--- config.mk ---
export PLATFORM = sky130hd
export DESIGN_NAME = prog_loader_ctrl
export DESIGN_NICKNAME = d
export VERILOG_FILES = /design/src/rtl/loader_pkg.sv /design/src/rtl/prog_loader_ctrl.sv
export SDC_FILE = /design/constraint.sdc
export NUM_CORES = 1
export LEC_CHECK = 0
export CORE_MARGIN = 10
export CORE_UTILIZATION = 42
export DETAILED_ROUTE_END_ITERATION = 8
export MAX_ROUTING_LAYER = met4
export PLACE_DENSITY = 0.81
export REMOVE_ABC_BUFFERS = 1
export SLEW_MARGIN = 20
export SYNTH_ARGS = -nofsm -noshare
export SYNTH_HDL_FRONTEND = slang
export SYNTH_SLANG_ARGS = --single-unit
--- constraint.sdc ---
create_clock -name clk -period 2.09 [get_ports clk]
set_input_delay 0.418 -clock clk [delete_from_list [all_inputs] [get_ports clk]]
set_output_delay 0.418 -clock clk [all_outputs]
set_load 0.01 [all_outputs]
--- src/rtl/loader_pkg.sv ---
// Shared types for the program loader: FSM state encoding and default bus widths.
package loader_pkg;

    localparam int ADDR_W_DEF = 8;
    localparam int DATA_W_DEF = 32;

    typedef enum logic [1:0] {
        IDLE  = 2'd0,
        LOAD  = 2'd1,
        DRAIN = 2'd2,
        RUN   = 2'd3
    } state_t;

endpackage

--- src/rtl/prog_loader_ctrl.sv ---
// Boot sequencer: holds the core in reset, streams program words into imem from address 0, then releases the core.
// Write port is registered (one cycle after the beat); s_ready is high only in LOAD and is forced low by halt_req.
module prog_loader_ctrl
    import loader_pkg::*;
#(
    parameter int ADDR_W = ADDR_W_DEF,
    parameter int DATA_W = DATA_W_DEF
) (
    input  logic              clk,
    input  logic              rst_n,
    input  logic              load_start,
    input  logic [ADDR_W:0]   load_len,
    input  logic              halt_req,
    input  logic              s_valid,
    input  logic [DATA_W-1:0] s_data,
    output logic              s_ready,
    output logic              imem_we,
    output logic [ADDR_W-1:0] imem_addr,
    output logic [DATA_W-1:0] imem_wdata,
    output logic              core_rst_n,
    output logic              core_run,
    output logic              busy,
    output logic              done,
    output logic              err
);

    localparam logic [ADDR_W:0] MAX_LEN = {1'b1, {ADDR_W{1'b0}}};

    state_t              r_state;
    state_t              w_state_nxt;
    logic [ADDR_W:0]     r_cnt;
    logic [ADDR_W:0]     r_len;
    logic                r_we;
    logic [ADDR_W-1:0]   r_addr;
    logic [DATA_W-1:0]   r_wdata;
    logic                r_done;
    logic                r_err;

    logic                w_len_ok;
    logic                w_start;
    logic                w_beat;
    logic                w_last;

    assign w_len_ok = (load_len != '0) && (load_len <= MAX_LEN);
    assign w_start  = (r_state == IDLE) && load_start;
    assign w_beat   = s_valid && s_ready;
    // Counter is one bit wider than the address so a full-depth load ends without wrapping.
    assign w_last   = (r_cnt == r_len - 1'b1);

    always_ff @(posedge clk or negedge rst_n) begin
        if (!rst_n) begin
            r_state <= IDLE;
        end else begin
            r_state <= w_state_nxt;
        end
    end

    always_comb begin
        w_state_nxt = r_state;
        case (r_state)
            IDLE:  if (load_start && w_len_ok) w_state_nxt = LOAD;
            LOAD: begin
                if (halt_req)            w_state_nxt = IDLE;
                else if (w_beat && w_last) w_state_nxt = DRAIN;
            end
            DRAIN: w_state_nxt = RUN;
            RUN:   if (halt_req) w_state_nxt = IDLE;
            default: w_state_nxt = IDLE;
        endcase
    end

    always_comb begin
        s_ready    = (r_state == LOAD) && !halt_req;
        busy       = (r_state == LOAD) || (r_state == DRAIN);
        core_rst_n = (r_state == RUN);
        core_run   = (r_state == RUN);
    end

    always_ff @(posedge clk or negedge rst_n) begin
        if (!rst_n) begin
            r_cnt   <= '0;
            r_len   <= '0;
            r_we    <= 1'b0;
            r_addr  <= '0;
            r_wdata <= '0;
            r_done  <= 1'b0;
            r_err   <= 1'b0;
        end else begin
            r_we   <= w_beat;
            r_done <= (r_state == DRAIN);
            if (w_start) begin
                r_err <= !w_len_ok;
                if (w_len_ok) begin
                    r_cnt <= '0;
                    r_len <= load_len;
                end
            end
            if (w_beat) begin
                r_addr  <= r_cnt[ADDR_W-1:0];
                r_wdata <= s_data;
                r_cnt   <= r_cnt + 1'b1;
            end
        end
    end

    assign imem_we    = r_we;
    assign imem_addr  = r_addr;
    assign imem_wdata = r_wdata;
    assign done       = r_done;
    assign err        = r_err;

endmodule

---- Yosys cells after proc, flatten, opt, wreduce, memory -nomap -nowiden ----
Cells that the tools add are included.
cells by class
  multiplexer cells ....................... 8
  reduce and logical (&&, ||, !) cells .... 16
  magnitude comparators ................... 1
  equality and inequality tests ........... 7
  $add $sub $neg .......................... 2
operator list
  operator                                                                  number
  9-bit two-way mux                                                         3
  9-bit by 1-bit adder with 9-bit output (second input constant)            1
  9-bit equality test                                                       1
  9-bit less-or-equal comparator (second input constant)                    1
  9-bit nonzero test                                                        1
  9-bit by 1-bit subtractor with 9-bit output (second input constant)       1
  2-bit two-way mux                                                         4
  2-bit case mux with 4 select lines                                        1
  1-bit logical AND                                                         6
  2-bit equality test (second input constant)                               2
  2-bit AND reduction                                                       2
  2-bit nonzero test                                                        2
  3-bit inequality test (second input constant)                             1
  3-bit AND reduction                                                       1
  2-bit by 1-bit equality test with 1-bit output (second input constant)    1
  1-bit zero test                                                           2
  2-bit zero test                                                           1
  2-bit by 1-bit inequality test with 1-bit output (second input constant)  1
  2-bit inequality test (second input constant)                             1
  1-bit logical OR                                                          1
storage, ports and cells
  register bits after elaboration ......... 63
  input bits .............................. 46

---- Logic depth before layout (Yosys ltp) ----
Gate-level depths: netlist (run 1).
  word-level depth ........................ 7
  depth in mapped cells ................... 9

---- Worst setup path before layout (run 1) ----
No wires, ideal clock.
  path type ............................... flip-flop to flip-flop
  from .................................... register r_len[0]
  to ...................................... register with a tool-made name
  data arrival time ....................... 1960 ps
  path buffers ............................ 0
  slack ................................... 4 ps
  cell stages (with the launch flop) ...... 9
  period minus slack after synthesis ...... 2086 ps
  cells stage by stage .................... dfrtp_1 inv_1 ha_1 nor3b_1 a221oi_1 a311oi_1 nand2_1 a41o_1 o31a_2
RTL lines
  what                    line                    source
  from (decl)             prog_loader_ctrl.sv:32  logic [ADDR_W:0] r_len;
  from (signal assigned)  prog_loader_ctrl.sv:95  r_len <= load_len;

==> impl_metrics.tcl, run 1 <==
set metrics [dict create \
    critPathLaunchType "primary input" \
    busiest_layer "met2" \
    grt_pass1_wl_microns 12590 \
    finalSetupTns_ns 0 \
    hp-class "primary input to flip-flop" \
    arrival_ns 2.28 \
    syn_area_sq_um 2927 \
    clock_latency_ns 0.34 \
    fp.dieW_microns 103.5 \
    grt_use_met2_pct 23.98 \
    layout.nets 478 \
    dp_hpwl_microns 5356 \
    gp_congestion 0.7992 \
    end_kind "flip-flop" \
    setup_viol 0 \
    ant_nets 0 \
    core_area_sq_um 6794 \
    grt_use_met1_pct 17.87 \
    yosysTopAreaCellShare_pct 53.87 \
    status "completed" \
    hold_path_depth 3 \
    die_y_microns 103.5 \
    grt_usage_pct 15.49 \
    route.detailed.drc 0 \
    synth_cell_types 40 \
    maxSlewViolCount 0 \
    hp-start "load_len[1]" \
    synth.area.top_cells "dfrtp_1 54%, nand2_1 17%, ha_1 3.0%" \
    vdd_drop_max_uv 600.5 \
    max_clock_freq_mhz 486.4 \
    start_util_pct 43.08 \
    cts_buffers 9 \
    crit_required_ns 2.31 \
    synth.largest_area_cell "dfrtp_1" \
    worstSetupPathType "primary input to flip-flop" \
    ys_seq_area_share_pct 53.87 \
    via_count 2519 \
    layout_commonest_cell "nand2_1" \
    maxSlewHeadroom_pct 71.15 \
    antenna_cells 0 \
    routedWlPerCell_microns 14.54 \
    synth_edf_count 0 \
    synth_compound_area_share_pct 6.156 \
    r2r_start "r_len[1]" \
    drv_cap 0 \
    synth_xor_area_share_pct 4.190 \
    synth_fa_ha_area_share_pct 2.993 \
    clk_pin_slew_ns 0.07 \
    cts_max_path_buffers 2 \
    p_leak_nw 2.049 \
    vias_per_cell 4.789 \
    io_pins 93 \
    critPathLaunch "load_len[5]" \
    r2r_cells 6 \
    synth_top_flop_cell "dfrtp_1" \
    postSynthCellCount 316 \
    period_needed_ns 2.056 \
    layout-drive-gt1-share_pct 13.95 \
    area_growth_pct 46.64 \
    grt_pass1_vias 2607 \
    crit_path_max_fanout 4 \
    drtIter0Drc 107 \
    antenna_found_initial 0 \
    dieArea_sq_um 10710 \
    rsz0062_at_grt "true" \
    final_util_pct 63.17 \
    worst_pin_slew_ns 0.4328 \
    routed_wl_microns 7649 \
    fin_hold_ws_ns 0.4538 \
    grt_max_degree 51 \
    yosys_warnings 0 \
    grt_overflow 0 \
    cts_root_buf "clkbuf_8" \
    hold_viol 0 \
    cts_tree "built" \
    clock_sinks 63 \
    drt_pass1_iterations 4 \
    syn_avg_cell_area_sq_um 9.261 \
    port_buffers 92 \
    finClkSkew_ns 0.008127 \
    use_met3_pct 7.442 \
    layout_common_cells "132 x nand2_1, 81 x clkdlybuf4s50_1, 63 x dfrtp_1" \
    p_per_area_nw_per_um2 1225 \
    num_rows 30 \
    synthSimpleGateAreaFrac_pct 26.76 \
    synth_seq_cells 63 \
    filler_cell_count 576 \
    h-tree-depth 3 \
    fin_crit_sh_pct 98.38 \
    synth_top_family_by_area "simple AND/OR/NAND/NOR gates" \
    async_reset_ff_share_pct 100.0 \
    synth_mux_area_share_pct 3.035 \
]
-- final cells by class --
class	instances	area, sq um	area share (%)
sequential	63	1577	36.73
multi-input combinational	233	1320	30.76
timing repair buffer	112	1080	25.16
clock buffer	9	123.9	2.886
tap	96	120.1	2.799
clock inverter	7	48.80	1.137
inverter	6	22.52	0.5248
-- metrics by stage --
stage / total power [mW] / std cells / cell area [sq um] / setup slack (ns)
after CTS: 5.280 / 523 / 4238 / 0.0003881
after floorplan: 3.061 / 302 / 2861 / -1.563
after detailed placement: 4.269 / 504 / 4018 / -0.5085
final: 5.258 / 526 / 4292 / 0.03392
after global routing: 5.668 / 526 / 4292 / -0.01787
after global placement: 4.182 / 504 / 4018 / -0.4445
-- metal layers --
metal	share of wire [%]	wire, microns
met5	0	0
met4	0.42	32
met3	7.3	559
met2	47	3615
met1	45	3442
-- cell usage after synthesis (all sizes together), types with 5 or more instances --
cell      n
xnor2     9
o21ai    17
mux2      7
nand2   133
nand3     5
clkbuf    9
nor2     10
buf       5
and3      5
xor2      5
ha        7
dfrtp    63
inv       6
-- critical path, cell delays in order --
cell and delay (ns):
dlygate4sd2_1 0.24, or4_4 0.55, or4b_4 0.57, and3_4 0.19, a41o_1 0.20, o31a_2 0.10
-- report_power, final --
part	leakage [nW]	total (mW)	internal [mW]	switching [mW]
clock network	0.0776	0.930	0.429	0.501
registers	0.803	2.02	1.68	0.342
logic	1.17	2.31	1.24	1.06
-- flip-flops by register name, summed over array words and instances, names as in the netlist, named ones only --
name and cells:
imem_we 1, r_state 1, r_len 9, done 1, r_cnt 9, err 1
imem_addr 8, imem_wdata 32
-- final timing paths --
| path | endpoint | slack [ns] |
|---|---|---|
| setup / recovery | flip-flop | 0.03 |
| hold / removal | r_len[1] | 0.45 |
| setup reg to reg | r_state[0] | 0.08 |
| hold reg to reg | imem_wdata[29] | 0.47 |
| max in group asynchronous | imem_wdata[5] | 1.02 |
| min in group asynchronous | r_len[5] | 0.51 |
-- timing repair --
action                                 4_1_cts  5_1_grt
pin swaps                                    4        4
setup buffers                                2        3
cloned                                       0        0
setup endpoints to repair                   18        9
resized for setup                           15        7
endpoints found under the hold margin       13        0
hold buffers                                 1        0
-- cells by family (layout without fill, tap and decap cells) --
family,count (synthesis),in the layout
simple gates,174,174
flops,63,63
compound gates,30,30
buf+inv,20,134
xor+xnor,14,14
mux,8,8
fa+ha+maj,7,7
Power figures use the tool's default switching activity.
==> run 2: changes to the inputs <==
CORE_MARGIN = unset   (was 10)
PLACE_DENSITY = 0.84   (was 0.81)
==> run 2 against run 1 <==
  * The flow now finishes with violations (setup timing)
  * Register-to-register slack got worse by 0.05 ns
  * Cell area shrank 0.23%
  * Clock skew fell by 0.0013 ns
  * First-iteration DRC count increased by 20%
  * Final cell count decreased by 3.0%
  * Total power grew 2.2%
  * Die area down 32%
  * Fmax fell by 1.9%
  * Largest cell class unchanged
==> impl_metrics.tcl, run 2 (synthesis results as in run 1) <==
set metrics [dict create \
    internal_power_mw 3.503 \
    core_area_sq_um 6756 \
    cts_buffers 9 \
    clock_sinks 63 \
    status "complete, but fails checks" \
    fin_crit_sh_pct 100.2 \
    clk_pin_slew_ns 0.07 \
    fp.dieW_microns 85.48 \
    layout_common_cells "132 x nand2_1, 83 x clkdlybuf4s50_1, 63 x dfrtp_1" \
    grt_overflow 0 \
    critPathLaunchType "primary input" \
    r2r_cells 6 \
    regArea_sq_um 1577 \
    gp_congestion 0.7835 \
    grt_pass1_vias 2557 \
    ctsHoldBuffers 0 \
    crit_required_ns 2.30 \
    layout_setup_ws_ns -0.004851 \
    layout-drive-gt1-share_pct 13.49 \
    power_switching_mw 1.870 \
    final_util_pct 63.37 \
    clock_latency_ns 0.33 \
    port_buffers 92 \
    p_per_area_nw_per_um2 1255 \
    p_leak_nw 2.051 \
    antenna_found_initial 0 \
    drtIter0Drc 128 \
    hold_viol 0 \
    grt_usage_pct 21.25 \
    antenna_cells 0 \
    cts_root_buf "clkbuf_8" \
    setup_viol 1 \
    layout_commonest_cell "nand2_1" \
    num_rows 30 \
    largest_reg_flops 32 \
    finalInstanceArea_sq_um 4282 \
    dp_hpwl_microns 4827 \
    via_count 2519 \
    maxSlewHeadroom_pct 66.34 \
    placed_area_sq_um 4005 \
    area_growth_pct 46.30 \
    routed_wl_microns 6852 \
    grt_pass1_wl_microns 11730 \
    h-tree-depth 3 \
    arrival_ns 2.31 \
    worst_pin_slew_ns 0.5049 \
    worstSetupPathType "primary input to flip-flop" \
    cts_max_path_buffers 2 \
    rsz0062_at_grt "true" \
    start_util_pct 43.31 \
    crit_path_max_fanout 4 \
    hp-class "primary input to async pin" \
    max_clock_freq_mhz 477.4 \
    routedWlPerCell_microns 13.44 \
    multi_input_area_sq_um 1316 \
    reg2reg_slack_ns 0.03 \
    drv_cap 0 \
    vias_per_cell 4.939 \
    finClkSkew_ns 0.006835 \
    combPwrFrac_pct 43.2 \
    route.detailed.drc 0 \
    pwr-share-clk_pct 19.0 \
    io_pins 93 \
    swShare_pct 34.81 \
    period_needed_ns 2.095 \
    die_y_microns 85.48 \
    filler_cell_count 576 \
    cts_tree "built" \
    layout.nets 478 \
    end_kind "flip-flop" \
    power_frac_seq_pct 37.8 \
    grt_max_degree 51 \
    maxSlewViolCount 0 \
    violations "setup timing" \
    vdd_drop_max_uv 667.4 \
    dieArea_sq_um 7306 \
    drt_pass1_iterations 4 \
    ant_nets 0 \
]
run 2: cell type report:
type	instances	share of cell area, %
flip-flops and latches	63	36.82
inverters	6	0.5260
multi-input cells	233	30.74
clock inverters	5	1.373
repair buffers	112	25.13
well taps	80	2.338
clock buffers	11	3.068
run 2: final timing paths:
check / startpoint / end
setup / recovery: load_len[1] / flip-flop
min in group clk: load_len[0] / r_len[0]
max in group asynchronous: rst_n / imem_wdata[23]
hold reg to reg: imem_wdata[27] / imem_wdata[27]
setup reg to reg: r_len[1] / r_state[0]
hold / removal: rst_n / r_len[1]
run 2: routing by layer:
layer  global-route usage [%]  up-vias  wire, microns
met5                        -        -              0
met4                    7.727        0             64
met3                    3.988        5            293
met2                    35.93       62           3434
met1                    25.35     1202           3060
li1                         -     1250              -
run 2: critical path, stage by stage:
cell,delay [ns]
clkdlybuf4s50_1,0.42
or4_4,0.45
or4b_4,0.53
and3_1,0.19
a41o_1,0.20
o31a_2,0.10
run 2: power groups by stage:
stage	logic, mW	registers [mW]	clock network [mW]
after floorplan	0.900	2.16	0
after global placement	2.13	2.03	0
after detailed placement	2.20	2.05	0
after CTS	2.32	2.03	1.05
after global routing	2.55	2.09	1.10
final	2.32	2.03	1.02
run 2: what timing repair did:
action                     in CTS  in global routing
pin swaps                       7                  2
gates resized for setup        14                  7
setup endpoints to repair      17                 10
setup buffers                   3                  2
run 2: stage by stage:
step | worst slack (ns) | TNS [ns] | power, mW | hold slack (ns) | std cells
floorplan | -1.563 | -46.35 | 3.061 | 0.1224 | 302
global placement | -0.4434 | -6.204 | 4.157 | 0.4001 | 489
detailed placement | -0.4755 | -6.831 | 4.245 | 0.4013 | 489
CTS | 0.001114 | 0 | 5.393 | 0.03428 | 508
global route | -0.1371 | -0.2033 | 5.749 | 0.05057 | 510
finish | -0.004851 | -0.004851 | 5.374 | 0.03580 | 510
==> run 3: changes to the inputs <==
SLEW_MARGIN = 40   (was 20)
==> results of run 3 <==
The final DEF is identical to that of run 2; final timing and power are the same.
